`config.mk`:
```
export PLATFORM = sky130hd
export DESIGN_NAME = cheri_mem_lane_adapter
export DESIGN_NICKNAME = d
export VERILOG_FILES = /design/src/rtl/cheri_mem_lane_adapter.sv
export SDC_FILE = /design/constraint.sdc
export NUM_CORES = 1
export LEC_CHECK = 0
export BUFFER_PORTS_ARGS = -buffer_cell sky130_fd_sc_hd__buf_2
export CORE_AREA = 2 2 123 125
export CTS_CLUSTER_SIZE = 24
export DETAILED_ROUTE_END_ITERATION = 10
export DIE_AREA = 0 0 125 127
export SLEW_MARGIN = 40
export SYNTH_ARGS = -nofsm -noshare
export SYNTH_HDL_FRONTEND = slang
export SYNTH_SLANG_ARGS = --single-unit
```
`constraint.sdc`:
```
create_clock -name clk_i -period 2.3 [get_ports clk_i]
set_input_delay 0.115 -clock clk_i [delete_from_list [all_inputs] [get_ports clk_i]]
set_output_delay 0.115 -clock clk_i [all_outputs]
set_load 0.05 [all_outputs]
```
`src/rtl/cheri_mem_lane_adapter.sv`:
```
// Lane adapter between a 32-bit (+tag) CHERIoT core port and a MemLanes x 32-bit
// tagged memory word. Per-request lane/mode is tracked in a small FIFO so that
// up to MaxOutstanding pipelined responses are steered back correctly.
module cheri_mem_lane_adapter #(
  parameter int unsigned  MemLanes       = 2,
  parameter int unsigned  MaxOutstanding = 2,
  localparam int unsigned MemDW          = 32 * MemLanes,
  localparam int unsigned LaneBits       = (MemLanes > 1) ? $clog2(MemLanes) : 1,
  localparam int unsigned BeW            = 4 * MemLanes,
  localparam int unsigned CntW           = $clog2(MaxOutstanding + 1)
) (
  input  logic              clk_i,
  input  logic              rst_i,
  input  logic              core_req_i,
  output logic              core_gnt_o,
  input  logic              core_we_i,
  input  logic              core_wide_i,
  input  logic [3:0]        core_be_i,
  input  logic [31:0]       core_addr_i,
  input  logic [32:0]       core_wdata_i,
  output logic              core_rvalid_o,
  output logic [MemDW:0]    core_rdata_o,
  output logic              core_err_o,
  output logic              mem_req_o,
  input  logic              mem_gnt_i,
  output logic              mem_we_o,
  output logic [BeW-1:0]    mem_be_o,
  output logic [31:0]       mem_addr_o,
  output logic [MemDW:0]    mem_wdata_o,
  input  logic              mem_rvalid_i,
  input  logic [MemDW:0]    mem_rdata_i,
  input  logic              mem_err_i,
  output logic [CntW-1:0]   outstanding_o,
  output logic              unexp_rvalid_o
);

  localparam int unsigned PtrW = (MaxOutstanding > 1) ? $clog2(MaxOutstanding) : 1;

  logic [LaneBits-1:0] req_lane;
  logic [LaneBits-1:0] head_lane;
  logic                head_wide;
  logic                full;
  logic                empty;
  logic                push;
  logic                pop;
  logic [31:0]         lane_word;

  logic [LaneBits-1:0] lane_q [MaxOutstanding];
  logic                wide_q [MaxOutstanding];
  logic [PtrW-1:0]     wptr_q, wptr_d;
  logic [PtrW-1:0]     rptr_q, rptr_d;
  logic [CntW-1:0]     cnt_q, cnt_d;
  logic                unexp_q, unexp_d;

  // Lane index of the current request; a single-lane memory always uses lane 0.
  assign req_lane = (MemLanes == 1) ? '0 : core_addr_i[2 +: LaneBits];

  assign full  = (cnt_q == CntW'(MaxOutstanding));
  assign empty = (cnt_q == '0);
  assign push  = core_req_i & mem_gnt_i & ~full;
  assign pop   = mem_rvalid_i & ~empty;

  // Request path: zero-latency pass-through, blocked while the FIFO is full.
  assign mem_req_o  = core_req_i & ~full;
  assign core_gnt_o = mem_gnt_i & ~full;
  assign mem_addr_o = core_addr_i;
  assign mem_we_o   = core_we_i;
  assign mem_be_o   = BeW'(core_be_i) << {req_lane, 2'b00};
  // Data replicated into every lane; writes to a non-zero lane clear the granule tag.
  assign mem_wdata_o = {(req_lane == '0) & core_wdata_i[32], {MemLanes{core_wdata_i[31:0]}}};

  // Head of FIFO; an empty FIFO answers as narrow lane 0.
  assign head_lane = empty ? '0 : lane_q[rptr_q];
  assign head_wide = ~empty & wide_q[rptr_q];
  assign lane_word = mem_rdata_i[32 * head_lane +: 32];

  assign core_rvalid_o  = mem_rvalid_i;
  assign core_err_o     = mem_err_i;
  assign outstanding_o  = cnt_q;
  assign unexp_rvalid_o = unexp_q;

  // Response data: full word when wide, else selected lane with lane-0-only tag.
  always_comb begin
    core_rdata_o = '0;
    if (head_wide) begin
      core_rdata_o = mem_rdata_i;
    end else begin
      core_rdata_o[31:0] = lane_word;
      core_rdata_o[32]   = (head_lane == '0) & mem_rdata_i[MemDW];
    end
  end

  // FIFO pointer, occupancy and sticky-flag next state.
  always_comb begin
    wptr_d  = wptr_q;
    rptr_d  = rptr_q;
    cnt_d   = cnt_q;
    unexp_d = unexp_q | (mem_rvalid_i & empty);
    if (push) begin
      wptr_d = (wptr_q == PtrW'(MaxOutstanding - 1)) ? '0 : wptr_q + PtrW'(1);
    end
    if (pop) begin
      rptr_d = (rptr_q == PtrW'(MaxOutstanding - 1)) ? '0 : rptr_q + PtrW'(1);
    end
    case ({push, pop})
      2'b10:   cnt_d = cnt_q + CntW'(1);
      2'b01:   cnt_d = cnt_q - CntW'(1);
      default: cnt_d = cnt_q;
    endcase
  end

  // State registers and FIFO storage.
  always_ff @(posedge clk_i or posedge rst_i) begin
    if (rst_i) begin
      wptr_q  <= '0;
      rptr_q  <= '0;
      cnt_q   <= '0;
      unexp_q <= 1'b0;
      for (int i = 0; i < int'(MaxOutstanding); i++) begin
        lane_q[i] <= '0;
        wide_q[i] <= 1'b0;
      end
    end else begin
      wptr_q  <= wptr_d;
      rptr_q  <= rptr_d;
      cnt_q   <= cnt_d;
      unexp_q <= unexp_d;
      if (push) begin
        lane_q[wptr_q] <= req_lane;
        wide_q[wptr_q] <= core_wide_i & ~core_we_i;
      end
    end
  end

endmodule

```
==> results.py <==
metrics = {
    "global_routing": {
        "grt_pass1_wl_um": 8340,
        "antenna_found_initial": 0,
        "grt-ovfl-total": 0,
        "grt_max_degree": 33,
        "grtUsageTotal_pct": 6.65,
        "grt_pass1_vias": 1478,
    },
    "timing": {
        "layout_worst_path_cycle_share_pct": 95.7,
        "slew_headroom_pct": 78.7,
        "tightest_slew_ns": 0.311,
        "fmax_mhz": 454,
        "drv_slew": 0,
        "rsz0062_at_grt": "no",
        "finClkSkew_ns": 0.00112,
        "finalSetupViolCount": 0,
        "setup-tns-final_ns": 0,
        "hold_viol": 0,
        "min_period_ns": 2.20,
    },
    "die": {
        "io-pin-count": 320,
        "core-area_um2": 14400,
        "die_h_um": 127,
        "dieArea_um2": 15900,
        "start_util_pct": 12.9,
        "die_width_um": 125,
        "fp-row-count": 44,
    },
    "worst_hold_path": {
        "min_from": "mem_rvalid_i",
        "hold_path.class": "input port to register",
        "hold_path_depth": 2,
        "min_to": "unexp_rvalid_o$_DFF_PP0_",
    },
    "synth": {
        "yosys-top-cells-area": "buf_4 (40%), mux2_2 (21%), and2_1 (12%), dfrtp_1 (12%), nor2b_1 (2.3%)",
        "ys_seq_area_share_pct": 12.1,
        "syn_nets": 360,
        "synth-seq-cells": 9,
        "syn_area_per_cell_um2": 8.59,
        "synth_cell_type_count": 23,
        "synth_cells": 217,
        "yosysTopAreaCellShare_pct": 39.9,
        "yosysWarnings": 0,
        "synth_largest_area_cell": "buf_4",
        "synth.cell_area_um2": 1860,
    },
    "place": {
        "globalplace.congestion": 0.720,
        "io_buffer_count": 159,
        "dp_cells": 457,
        "hpwlAfterDp_um": 5110,
    },
    "cts": {
        "cts_setup_buffers": 0,
        "numCtsBuffers": 3,
        "cts.path.max_buffers": 2,
        "cts.sinks": 9,
        "cts_tree": "done",
        "h-tree-depth": 1,
        "clk_latency_ns": 0.24,
        "path_clk_slew_ns": 0.04,
        "root_buffer": "clkbuf_16",
    },
    "setup_path": {
        "critical_path_class": "register to output pin",
        "critPathMaxFanout": 32,
        "r2r_setup_slack_ns": 0.64,
        "r2r_start": "outstanding_o[0]$_DFFE_PP0P_",
        "end_kind": "output pin",
        "reg2reg_to": "outstanding_o[1]$_DFFE_PP0P_",
        "startpoint_type": "register",
        "required_ns": 2.18,
        "reg2reg_depth": 6,
        "cp.arrival_ns": 2.09,
    },
    "detailed_routing": {
        "antenna_left": 0,
        "vias": 1586,
        "dr.pass1.iters": 4,
        "wl_per_cell_um": 12.9,
        "drt-initial-drc-count": 10,
        "drc": 0,
        "drt-total-wl_um": 5980,
        "via_per_inst": 3.43,
    },
    "power_and_ir_drop": {
        "peakVddDrop_mv": 0.817,
        "powerDensity_nw_per_um2": 1840,
        "p_leak_nw": 1.17,
    },
    "final_layout": {
        "syn_to_final_growth_pct": 19.5,
        "postLayoutCoreUtil_pct": 15.4,
        "nNetsFinal": 422,
        "drive_gt1_share_pct": 72.7,
        "layoutNonFillerInstCount": 462,
        "antenna_cells": 0,
    },
    "outcome": {
        "status": "finished clean",
    },
    "flow_run": {
        "cap_violations": 0,
    },
}
[where the power goes]
part | internal [mW] | switching (mW) | total, mW
Sequential | 0.233 | 0.0690 | 0.302
Combinational | 1.01 | 2.49 | 3.49
Clock | 0.231 | 0.0745 | 0.306
Total | 1.47 | 2.63 | 4.10
[final cells by class]
class / count / area, µm²
fillers: 1652 / 12200
inverters: 2 / 7.51
multi-input cells: 100 / 846
flip-flops and latches: 9 / 225
well taps: 184 / 230
repair buffers: 163 / 841
clock buffers: 4 / 78.8
[kinds of logic (layout without fill, tap and decap cells)]
| group | Yosys count | in the layout | synth area share [%] |
|---|---|---|---|
| simple gates | 53 | 53 | 18.1 |
| flops | 9 | 9 | 12.1 |
| fa+ha+maj | 1 | 1 | 0.671 |
| mux | 38 | 38 | 22.8 |
| buf+inv | 108 | 169 | 42.9 |
| xor+xnor | 5 | 5 | 2.35 |
| compound gates | 3 | 3 | 1.14 |
[registers in the layout, summed over array words and instances (netlist names)]
signal          flops
lane_q              2
unexp_rvalid_o      1
rptr_q              1
wide_q              2
outstanding_o       2
wptr_q              1
[how the worst max path moves through the flow]
stage,startpoint,cells past startpoint,to,slack [ns]
floorplan,outstanding_o[0]$_DFFE_PP0P_,2,core_rdata_o[64],0.14
global placement,rptr_q$_DFFE_PP0P_,5,core_rdata_o[3],0.33
detailed placement,rptr_q$_DFFE_PP0P_,5,core_rdata_o[30],0.28
CTS,rptr_q$_DFFE_PP0P_,5,core_rdata_o[30],0.02
global route,rptr_q$_DFFE_PP0P_,5,core_rdata_o[18],0.0006
finish,rptr_q$_DFFE_PP0P_,5,core_rdata_o[30],0.1
[through the flow]
stage / hold WS (ns) / worst slack [ns] / instance area (µm²) / power [mW]
6_report: 0.132 / 0.0993 / 2230 / 4.10
5_1_grt: 0.137 / 0.000646 / 2230 / 4.29
4_1_cts: 0.133 / 0.0244 / 2220 / 4.15
3_5_place_dp: 0.0879 / 0.276 / 2140 / 3.82
3_3_place_gp: 0.0854 / 0.333 / 2140 / 3.79
2_1_floorplan: -0.0571 / 0.140 / 1860 / 3.55
[layout by cell type, fill, tap and decap left out, types with 2 or more instances in the layout]
| master | instances |
|---|---|
| buf_2 | 159 |
| and2_1 | 37 |
| mux2_2 | 34 |
| dfrtp_1 | 9 |
| nor2b_1 | 7 |
| xnor2_1 | 3 |
| clkbuf_16 | 3 |
| nor2_1 | 2 |
| mux2_1 | 2 |
| inv_1 | 2 |
| xor2_1 | 2 |
| buf_4 | 2 |
[worst max-delay path, cell delays in order, from the launching register on]
cell and delay, ns:
dfrtp_1 0.42, mux2i_2 0.33, nor3b_4 0.27, buf_12 0.24
mux2_2 0.37, buf_2 0.21
[cells in the mapped netlist (all sizes together)]
| library cell | instances |
|---|---|
| mux2 | 36 |
| a21oi | 1 |
| and2 | 37 |
| nand3 | 1 |
| nor2 | 3 |
| o2bb2ai | 1 |
| nand4 | 1 |
| inv | 2 |
| nor3 | 1 |
| ha | 1 |
| nand2b | 1 |
| clkbuf | 4 |
| a21o | 1 |
| nor3b | 1 |
| nor2b | 7 |
| xnor2 | 3 |
| buf | 102 |
| dfrtp | 9 |
| mux2i | 2 |
| xor2 | 2 |
| nand4b | 1 |
[layer usage]
layer,vias up,global-route usage [%],wire length (µm)
met4,0,2.94,161
li1,724,-,-
met5,-,0,0
met1,711,6.68,2070
met2,130,12.7,3130
met3,21,1.97,609
[repair_timing]
item	4_1_cts	5_1_grt
hold buffers	1	0
hold endpoints to repair	9	0
gates resized for setup	0	1
endpoints found under the setup margin	0	32
No activity file was read; power rests on OpenSTA's default activity.
